===== config.mk =====
export PLATFORM = sky130hd
export DESIGN_NAME = rca_burst_accumulator
export DESIGN_NICKNAME = d
export VERILOG_FILES = /design/src/rtl/rca_pkg.sv /design/src/rtl/ripple_carry_adder.sv /design/src/rtl/rca_burst_accumulator.sv
export SDC_FILE = /design/constraint.sdc
export NUM_CORES = 1
export LEC_CHECK = 0
export BUFFER_PORTS_ARGS = -buffer_cell sky130_fd_sc_hd__buf_2
export CELL_PAD_IN_SITES_DETAIL_PLACEMENT = 1
export CELL_PAD_IN_SITES_GLOBAL_PLACEMENT = 1
export CORE_UTILIZATION = 40
export DETAILED_ROUTE_END_ITERATION = 12
export PLACE_DENSITY = 0.8
export RECOVER_POWER = 25
export SYNTH_ARGS = -nofsm -noshare
export SYNTH_HDL_FRONTEND = slang
export SYNTH_HIERARCHICAL = 1
export SYNTH_SLANG_ARGS = --single-unit

===== constraint.sdc =====
create_clock -name clk -period 5.5 [get_ports clk]
set_clock_uncertainty 0.1 [all_clocks]
set_input_delay 0.825 -clock clk [delete_from_list [all_inputs] [get_ports clk]]
set_output_delay 0.825 -clock clk [all_outputs]
set_load 0.01 [all_outputs]

===== src/rtl/rca_pkg.sv =====
// rca_pkg: shared adder widths and sequencer state encoding for the burst accumulator.
package rca_pkg;
  localparam int A_W = 5;
  localparam int B_W = 4;
  typedef enum logic [1:0] {IDLE, ACCUM, HOLD} state_t;
endpackage


===== src/rtl/ripple_carry_adder.sv =====
// ripple_carry_adder: 5-bit + zero-extended 4-bit ripple adder; no carry-out, result wraps modulo 32.
module ripple_carry_adder import rca_pkg::*; (
  input  logic [A_W-1:0] a,
  input  logic [B_W-1:0] b,
  output logic [A_W-1:0] sum
);
  logic [A_W-1:0] bx, c;
  assign bx = {{(A_W-B_W){1'b0}}, b};
  assign c[0] = 1'b0;
  for (genvar i = 0; i < A_W; i++) begin : g_bit
    assign sum[i] = a[i] ^ bx[i] ^ c[i];
    if (i < A_W - 1) begin : g_carry
      assign c[i+1] = (a[i] & bx[i]) | (c[i] & (a[i] ^ bx[i]));
    end
  end
endmodule


===== src/rtl/rca_burst_accumulator.sv =====
// rca_burst_accumulator: accumulates BURST_LEN operands through ripple_carry_adder and hands the total downstream.
// Define RCA_ACC_SATURATE_EN to clamp the total at 31 on overflow instead of wrapping.
module rca_burst_accumulator import rca_pkg::*; #(
  parameter int BURST_LEN = 4,
  localparam int CNT_W = $clog2(BURST_LEN + 1)
) (
  input  logic             clk,
  input  logic             rst,
  input  logic             in_valid,
  output logic             in_ready,
  input  logic [B_W-1:0]   in_data,
  input  logic             clear,
  output logic             out_valid,
  input  logic             out_ready,
  output logic [A_W-1:0]   out_sum,
  output logic             out_ovf,
  output logic [CNT_W-1:0] out_count
);
  state_t state, state_n;
  logic [A_W-1:0] total, total_n, sum, acc_sum;
  logic [CNT_W-1:0] count_n;
  logic ovf_n, wrap, accept, done;
  ripple_carry_adder u_add (.a(total), .b(in_data), .sum(sum));
  // the adder drops its carry, so a wrap shows up as the sum falling below the old total
  assign wrap = sum < total;
`ifdef RCA_ACC_SATURATE_EN
  assign acc_sum = wrap ? '1 : sum;
`else
  assign acc_sum = sum;
`endif
  assign in_ready = state != HOLD && !clear;
  assign accept = in_valid && in_ready;
  assign done = state == HOLD && out_ready;
  assign out_valid = state == HOLD;
  assign out_sum = total;
  always_comb begin
    state_n = state;
    total_n = total;
    ovf_n = out_ovf;
    count_n = out_count;
    if (clear || done) begin
      state_n = IDLE;
      total_n = '0;
      ovf_n = 1'b0;
      count_n = '0;
    end else if (accept) begin
      total_n = acc_sum;
      ovf_n = out_ovf | wrap;
      count_n = out_count + 1'b1;
      state_n = count_n == CNT_W'(BURST_LEN) ? HOLD : ACCUM;
    end
  end
  always_ff @(posedge clk) begin
    if (rst) begin
      state <= IDLE;
      total <= '0;
      out_ovf <= 1'b0;
      out_count <= '0;
    end else begin
      state <= state_n;
      total <= total_n;
      out_ovf <= ovf_n;
      out_count <= count_n;
    end
  end
endmodule

# After elaboration in Yosys (flattened, before gate mapping)
# Cells that the tools add are included.
# totals
ff_bits	11
input_bits	9
out_inout_bits	11
word_cells	35
# classes
add_sub_neg	1
order_cmp	1
n_eq_ne	3
muxes	1
bitwise	19
n_reduce_logical	6
# op_table
op	n
$xor A1 B1 Y1	8
$and A1 B1 Y1	7
$lt A5 B5 Y1	1
$or A1 B1 Y1	4
$add A3 B1 Y3 const B	1
$eq A3 B3 Y1 const B	1
$logic_and A1 B1 Y1	3
$eq A2 B2 Y1 const B	1
$mux W2	1
$ne A2 B2 Y1 const B	1
$reduce_or A2 Y1	1
$logic_not A1 Y1	1
$logic_or A1 B1 Y1	1

# Depth between registers and ports, before layout
# Gate-level depths: netlist of run 1.
# logic_depth
word_depth	10
mapped_depth	12
depth_no_buf	12

# Hierarchy
# The synthesis of run 1 kept the hierarchy.
# by_module_without_submodules
module	instances	cells_per_inst	area_per_inst_um2
rca_burst_accumulator	1	59	586.8
ripple_carry_adder	1	14	115.1

# Worst setup path before layout of run 1
# OpenSTA, ideal clock, no wires.
# synth_timing
path_type	input to register
startpoint	in in_data[0]
endpoint	reg out_ovf
arrival_time_ns	2.685
slack_ns	2.642
stages	12
cell_sequence	ha_1 inv_1 fa_1 inv_1 fa_1 inv_1 fa_1 xnor2_1 ha_1 a21oi_1 nand3b_1 o22ai_2
# synth_via
elab_chain_len	10
word_cells_on_any_way	14
cone_classes	order compare: 1; bitwise: 13
# synth_rtl
item	line	text
from (decl)	rca_burst_accumulator.sv:11	input logic [B_W-1:0] in_data,
$and A1 B1 Y1 (2 in series)	ripple_carry_adder.sv:13	assign c[i+1] = (a[i] & bx[i]) | (c[i] & (a[i] ^ bx[i]));
$or A1 B1 Y1	ripple_carry_adder.sv:13	
$and A1 B1 Y1	ripple_carry_adder.sv:13	
$or A1 B1 Y1	ripple_carry_adder.sv:13	
$and A1 B1 Y1	ripple_carry_adder.sv:13	
$or A1 B1 Y1	ripple_carry_adder.sv:13	
$xor A1 B1 Y1	ripple_carry_adder.sv:11	assign sum[i] = a[i] ^ bx[i] ^ c[i];
named net acc_sum[4]	rca_burst_accumulator.sv:20	logic [A_W-1:0] total, total_n, sum, acc_sum;
$lt A5 B5 Y1	rca_burst_accumulator.sv:25	assign wrap = sum < total;
$or A1 B1 Y1	rca_burst_accumulator.sv:48	ovf_n = out_ovf | wrap;
to (signal assigned)	rca_burst_accumulator.sv:62	out_ovf <= ovf_n;
to (decl)	rca_burst_accumulator.sv:16	output logic out_ovf,
# The timed path passes the listed nets, and every way through them passes these cells.
# A chain may end at the register's enable or synchronous reset.

# Final worst setup path of run 1
# Ends and elaborated chain as after synthesis.

==> results of run 1 <==
-- flip-flops by register name (all words and copies together), names as in the netlist --
register   flops
out_sum        5
out_count      3
state          2
out_ovf        1
-- Yosys cell counts, types with 2 or more instances --
library cell	number
inv_1	14
dfxtp_1	11
nor2_1	10
ha_1	7
mux2i_1	6
a21oi_1	4
fa_1	3
xnor2_1	3
buf_6	2
nand2b_1	2
nand3_1	2
nor3b_2	2
-- per-stage QoR --
stage / total power, mW / util (%) / hold slack [ps] / area [um^2] / setup slack [ps]
after global placement: 0.110 / 50.4 / 363 / 795 / 2420
after global routing: 0.176 / 51.7 / 420 / 815 / 2370
final: 0.163 / 51.7 / 374 / 815 / 2570
after detailed placement: 0.112 / 50.4 / 365 / 795 / 2260
after CTS: 0.167 / 52.1 / 377 / 821 / 2530
after floorplan: 0.104 / - / 348 / 702 / 2640
-- tightest hold or removal path, delay by kind of cell (launching register included) --
kind,cells,cell delay (ps)
flops,1,310
simple gates,1,60
compound gates,1,60
-- where the power goes --
| part | internal (mW) | switching (mW) | total [mW] |
|---|---|---|---|
| combinational | 0.0121 | 0.0141 | 0.0262 |
| clock | 0.0280 | 0.0259 | 0.0539 |
| sequential | 0.0812 | 0.00154 | 0.0827 |
| total | 0.121 | 0.0416 | 0.163 |
-- layout make-up --
cell class	count	area (um^2)
fill	209	762
multi-input combinational	46	407
sequential	11	220
timing repair buffer	19	88.8
inverter	14	52.6
clock buffer	4	26.3
tap	16	20.0
-- per-layer routing --
layer / global-route usage [%] / vias up
met5: 0 / -
met1: 17.5 / 262
met3: 4.17 / 0
met2: 34.3 / 18
met4: 7.27 / 0
li1: - / 274
-- cell families after synthesis --
| group | count (synthesis) |
|---|---|
| adder cells (fa/ha/maj) | 10 |
| flip-flops | 11 |
| multiplexers | 6 |
| buffers and inverters | 16 |
| XOR/XNOR | 4 |
| AO/OA/AOI/OAI | 6 |
| AND/OR/NAND/NOR | 20 |
-- final timing paths --
kind | startpoint | endpoint | cells after the start
max | in_data[0] | out_ovf | 13
min | state[1] | state[1] | 2
max reg2reg | out_sum[0] | out_ovf | 12
min reg2reg | state[1] | state[1] | 2
==> impl_metrics.env, run 1 <==
export IMPL_drc_errors=2
export IMPL_worstHoldPathType="register to register"
export IMPL_wl_per_cell_um=12.5
export IMPL_cts_resized=0
export IMPL_antenna_violations_before_repair=0
export IMPL_async_flop_share_pct=0
export IMPL_number_of_buffers_inserted_during_clock_tree_synthesis=3
export IMPL_vdd_ir_max_v=0.000104
export IMPL_relSlewSlack_pct=38.0
export IMPL_met3_wirelength_um=81
export IMPL_timing_worst_setup_path_type="primary input to register"
export IMPL_max_clock_path_buffers=2
export IMPL_fp_row_count=14
export IMPL_drive_above_1_share_pct=23.4
export IMPL_pin_slew_with_the_least_headroom_to_its_limit_ps=926
export IMPL_cts_setup_buffers=0
export IMPL_gp_congestion=0.678
export IMPL_yosysWarnings=6
export IMPL_boundaryPins=20
export IMPL_clock_tree_from_tritoncts="done"
export IMPL_netlist_top_cells_area="dfxtp_1, ha_1, fa_1, mux2i_1, inv_1"
export IMPL_synth_lib_cells_used_distinct=19
export IMPL_place_detailed_instances=106
export IMPL_area_growth_pct=16.0
export IMPL_synth_top_family_by_area="adder cells"
export IMPL_design_die_area_um2=1930
export IMPL_cp_top_family="adder cells"
export IMPL_crit_chain="buf_2 > ha_1 > inv_1 > fa_1 > inv_1 > fa_1 > inv_1 > fa_1 > xnor2_1 > ha_1 > a21oi_1 > nand3b_1 > o22ai_2"
export IMPL_critical_path_required_ps=5590
export IMPL_power_leakage_nw=0.370
export IMPL_final_max_slew_viol_count=0
export IMPL_timing_critical_path_slowest_cell_delay_ps=370
export IMPL_most_area_hungry_cell_type_in_the_yosys_netlist="dfxtp_1"
export IMPL_globalRouteTotalUtil_pct=17.6
export IMPL_reg2reg_slack_ps=2800
export IMPL_dr_first_iter_drc_count=9
export IMPL_ctsHtreeMaxLevel=1
export IMPL_syn_area_um2=702
export IMPL_violations_in_the_final_reports="DRC"
export IMPL_total_length_of_routed_wires_mm=1.37
export IMPL_synth_avg_cell_area_um2=9.62
export IMPL_synthSimpleGateAreaFrac_pct=17.5
export IMPL_grt_start_max_net_pins=13
export IMPL_compound_gate_portion_of_the_synthesized_area_pct=5.88
export IMPL_routedLengthMet1_um=553
export IMPL_min_period_over_period_pct=53.3
export IMPL_grt_first_pass_wirelength_mm=2.39
export IMPL_crit_slowest_cell="fa_1"
export IMPL_synth_edff_count=0
export IMPL_synth_fp_nets=92
export IMPL_ys_seq_area_share_pct=31.4
export IMPL_post_synth_fa_ha_maj_area_fraction_pct=21.0
export IMPL_post_dp_hpwl_mm=1.12
export IMPL_crit_path_max_fanout=2
export IMPL_synth_top_cell_area_share_pct=31.4
export IMPL_setup_viol_count_final=0
export IMPL_post_drt_via_cell_ratio=5.04
export IMPL_layout_min_cycle_time_ps=2930
export IMPL_pwr_density_cell_nw_per_um2=200
export IMPL_yosys_most_used_dff="dfxtp_1"
export IMPL_hold_viol=0
export IMPL_dr_pass1_iters=8
export IMPL_n_antenna_cell=0
export IMPL_cp_end_kind="register"
export IMPL_placement_io_buffers=19
export IMPL_gr_total_overflow=0
export IMPL_syn_inst=73
export IMPL_floorplan_die_height_um=43.9
export IMPL_synth_xor_area_share_pct=4.99
export IMPL_layout_cells_most_common_list="inv_1, buf_2, dfxtp_1"
export IMPL_synth_seq_cells=11
export IMPL_grt_pass1_vias=559
export IMPL_detailroute_wirelength_met2_um=737
export IMPL_run_status="finished with violations"
export IMPL_maxClockFrequency_mhz=341
export IMPL_fin_nets=114
export IMPL_cap_violations=0
export IMPL_top_layer="met3"
export IMPL_startpoint_type="primary input"
export IMPL_fp_dieW_um=43.9
export IMPL_grt_setup_unrepaired="no"
export IMPL_root_buffer="clkbuf_4"
export IMPL_finish_cell_count_without_fillers=110
export IMPL_muxShareOfSynthArea_pct=8.56
export IMPL_antenna_left=0
export IMPL_clk_insertion_delay_late_ps=260
export IMPL_vias=554
export IMPL_hold_buffers=0
export IMPL_timing_critical_path_buf_inv=4
export IMPL_worst_endpoint_arrival_ps=3020
export IMPL_cts_sinks=11
export IMPL_core_region_area_um2=1580
export IMPL_setup_total_negative_slack_ps=0
export IMPL_floorplan_initialDensity_pct=44.5
export IMPL_clkSlewWorstSetupHoldPaths_ps=70
Power figures use the tool's default switching activity.
==> inputs of run 2 (changes only) <==
Settings changed: ABC_AREA set to 1, CORE_UTILIZATION 40 to 35, PLACE_DENSITY 0.8 to 0.75.
Clock period 5.5 ns to 3.07 ns, I/O delays scaled along.
==> impl_metrics.env, run 2 <==
export IMPL_clkSlewWorstSetupHoldPaths_ps=70
export IMPL_design_die_area_um2=2210
export IMPL_grt_start_max_net_pins=17
export IMPL_gr_total_overflow=0
export IMPL_synth_edff_count=0
export IMPL_final_design_area_no_fill_um2=827
export IMPL_cap_violations=0
export IMPL_timing_worst_setup_path_type="register to register"
export IMPL_antenna_left=0
export IMPL_startpoint_type="register"
export IMPL_netlist_top_cells_area="dfxtp_1, inv_1, ha_1, nand2_1, fa_1"
export IMPL_root_buffer="clkbuf_4"
export IMPL_dr_first_iter_drc_count=1
export IMPL_setup_viol_count_final=0
export IMPL_ctsHtreeMaxLevel=1
export IMPL_gp_congestion=0.749
export IMPL_dpl_cell_area_um2=823
export IMPL_total_power_mw=0.311
export IMPL_pwr_density_cell_nw_per_um2=375
export IMPL_global_route_peak_usage_layer="met2"
export IMPL_power_switching_share_pct=28.9
export IMPL_hold_buffers=0
export IMPL_min_period_over_period_pct=85.9
export IMPL_post_synth_most_frequent_cells="inv_1, nand2_1, dfxtp_1"
export IMPL_synth_lib_cells_used_distinct=20
export IMPL_power_leakage_nw=0.448
export IMPL_synthMostInstantiatedCell="inv_1"
export IMPL_async_flop_share_pct=0
export IMPL_fin_nets=134
export IMPL_synth_fp_nets=111
export IMPL_most_area_hungry_cell_type_in_the_yosys_netlist="dfxtp_1"
export IMPL_grt_first_pass_wirelength_mm=2.28
export IMPL_pin_slew_with_the_least_headroom_to_its_limit_ps=614
export IMPL_layout_commonest_cell="inv_1"
export IMPL_seq_area_um2=220
export IMPL_post_route_util_pct=45.9
export IMPL_yosysWarnings=6
export IMPL_drive_above_1_share_pct=21.9
export IMPL_grt_setup_unrepaired="no"
export IMPL_post_drt_via_cell_ratio=4.55
export IMPL_worstHoldPathType="register to register"
export IMPL_grt_pass1_vias=569
export IMPL_critical_path_required_ps=3180
export IMPL_number_of_buffers_inserted_during_clock_tree_synthesis=3
export IMPL_cp_end_kind="register"
export IMPL_n_antenna_cell=0
export IMPL_hold_viol=0
export IMPL_clk_insertion_delay_late_ps=280
export IMPL_yosys_most_used_dff="dfxtp_1"
export IMPL_layout_min_cycle_time_ps=2640
export IMPL_synth_seq_cells=11
export IMPL_power_share_clock_pct=33.6
export IMPL_core_region_area_um2=1800
export IMPL_fp_row_count=15
export IMPL_syn_inst=92
export IMPL_globalRouteTotalUtil_pct=15.2
export IMPL_drc_errors=0
export IMPL_syn_area_um2=708
export IMPL_synth_avg_cell_area_um2=7.70
export IMPL_run_status="finished clean"
export IMPL_total_length_of_routed_wires_mm=1.44
export IMPL_cts_resized=0
export IMPL_final_hold_worst_slack_ps=355
export IMPL_power_frac_comb_pct=18.4
export IMPL_boundaryPins=20
export IMPL_layout_cells_most_common_list="inv_1, buf_2, nand2_1"
export IMPL_global_route_usage_met2_pct=24.2
export IMPL_multi_input_comb_area_um2=360
export IMPL_cell_internal_pwr_mw=0.221
export IMPL_ys_seq_area_share_pct=31.1
export IMPL_synth_top_cell_area_share_pct=31.1
export IMPL_placement_io_buffers=19
export IMPL_fp_dieW_um=47.0
export IMPL_area_growth_pct=16.8
export IMPL_relSlewSlack_pct=58.9
export IMPL_vias=632
export IMPL_max_clock_path_buffers=2
export IMPL_post_dp_hpwl_mm=1.18
export IMPL_final_max_slew_viol_count=0
export IMPL_floorplan_die_height_um=47.0
export IMPL_total_switching_power_mw=0.0898
export IMPL_maxClockFrequency_mhz=379
export IMPL_filler_cell_count_in_the_final_layout=250
export IMPL_wl_per_cell_um=10.4
export IMPL_use_met1_pct=18.2
export IMPL_gr_usage_met3_pct=3.46
export IMPL_setup_total_negative_slack_ps=0
export IMPL_floorplan_initialDensity_pct=39.3
export IMPL_antenna_violations_before_repair=0
export IMPL_largest_register_ff_count=5
export IMPL_crit_path_max_fanout=4
export IMPL_power_frac_seq_pct=48.0
export IMPL_worst_endpoint_arrival_ps=2750
export IMPL_clock_tree_from_tritoncts="done"
export IMPL_cts_setup_buffers=0
export IMPL_dr_pass1_iters=2
export IMPL_cts_sinks=11
export IMPL_vdd_ir_max_v=0.000189
## run 2: cell count changes after synthesis, moves of 2 or more
cell,previous run,this run
xnor2_1,3,1
nand2b_1,2,0
nand2_1,1,17
nor2_1,10,6
nor3b_2,2,0
o21ai_1,0,2
a21oi_1,4,9
inv_1,14,24
mux2i_1,6,0
o21ai_0,0,2
## run 2: cells by family after synthesis
group | share of synthesized area, %
flip-flops | 31.1
AO/OA/AOI/OAI | 11.5
buffers and inverters | 14.8
XOR/XNOR | 2.47
AND/OR/NAND/NOR | 19.3
adder cells (fa/ha/maj) | 20.8
## run 2: metal layers
layer,routed length [um],up-vias
li1,-,320
met1,626,293
met2,703,14
met3,72,5
met4,38,0
met5,0,-
## run 2: path summary, 6_finish.rpt
kind / from / to / slack [ps] / depth (start not counted)
min reg2reg: out_ovf / out_ovf / 350 / 2
max: out_sum[0] / out_ovf / 430 / 14
max reg2reg: out_sum[0] / out_ovf / 430 / 14
min: out_ovf / out_ovf / 350 / 2
## run 2: stage by stage
| stage | setup slack, ps | cells |
|---|---|---|
| after detailed placement | 281 | 135 |
| after global routing | 263 | 139 |
| after global placement | 361 | 135 |
| after CTS | 429 | 139 |
| final | 433 | 139 |
| after floorplan | 538 | 92 |
## run 2: final cells by class
type / instances / area share (%)
tap: 25 / 3.78
sequential: 11 / 26.6
inverter: 25 / 11.3
multi-input combinational: 55 / 43.6
clock buffer: 4 / 3.18
timing repair buffer: 19 / 11.5
## run 2: power groups by stage
stage / registers [mW] / logic [mW] / clock network (mW)
2_1_floorplan: 0.154 / 0.0401 / 0
3_3_place_gp: 0.152 / 0.0572 / 0
3_5_place_dp: 0.153 / 0.0600 / 0
4_1_cts: 0.149 / 0.0602 / 0.108
5_1_grt: 0.150 / 0.0668 / 0.116
6_report: 0.149 / 0.0573 / 0.104
## run 2: worst max-delay path, cell delays in order, from the launching register on
cell	delay [ps]
dfxtp_1	380
ha_1	160
inv_1	50
fa_1	350
inv_1	70
fa_1	160
inv_1	50
fa_1	370
nand2_1	70
nand2_1	60
ha_1	300
a21o_1	160
nor2_1	90
nand2_1	70
a21oi_1	110
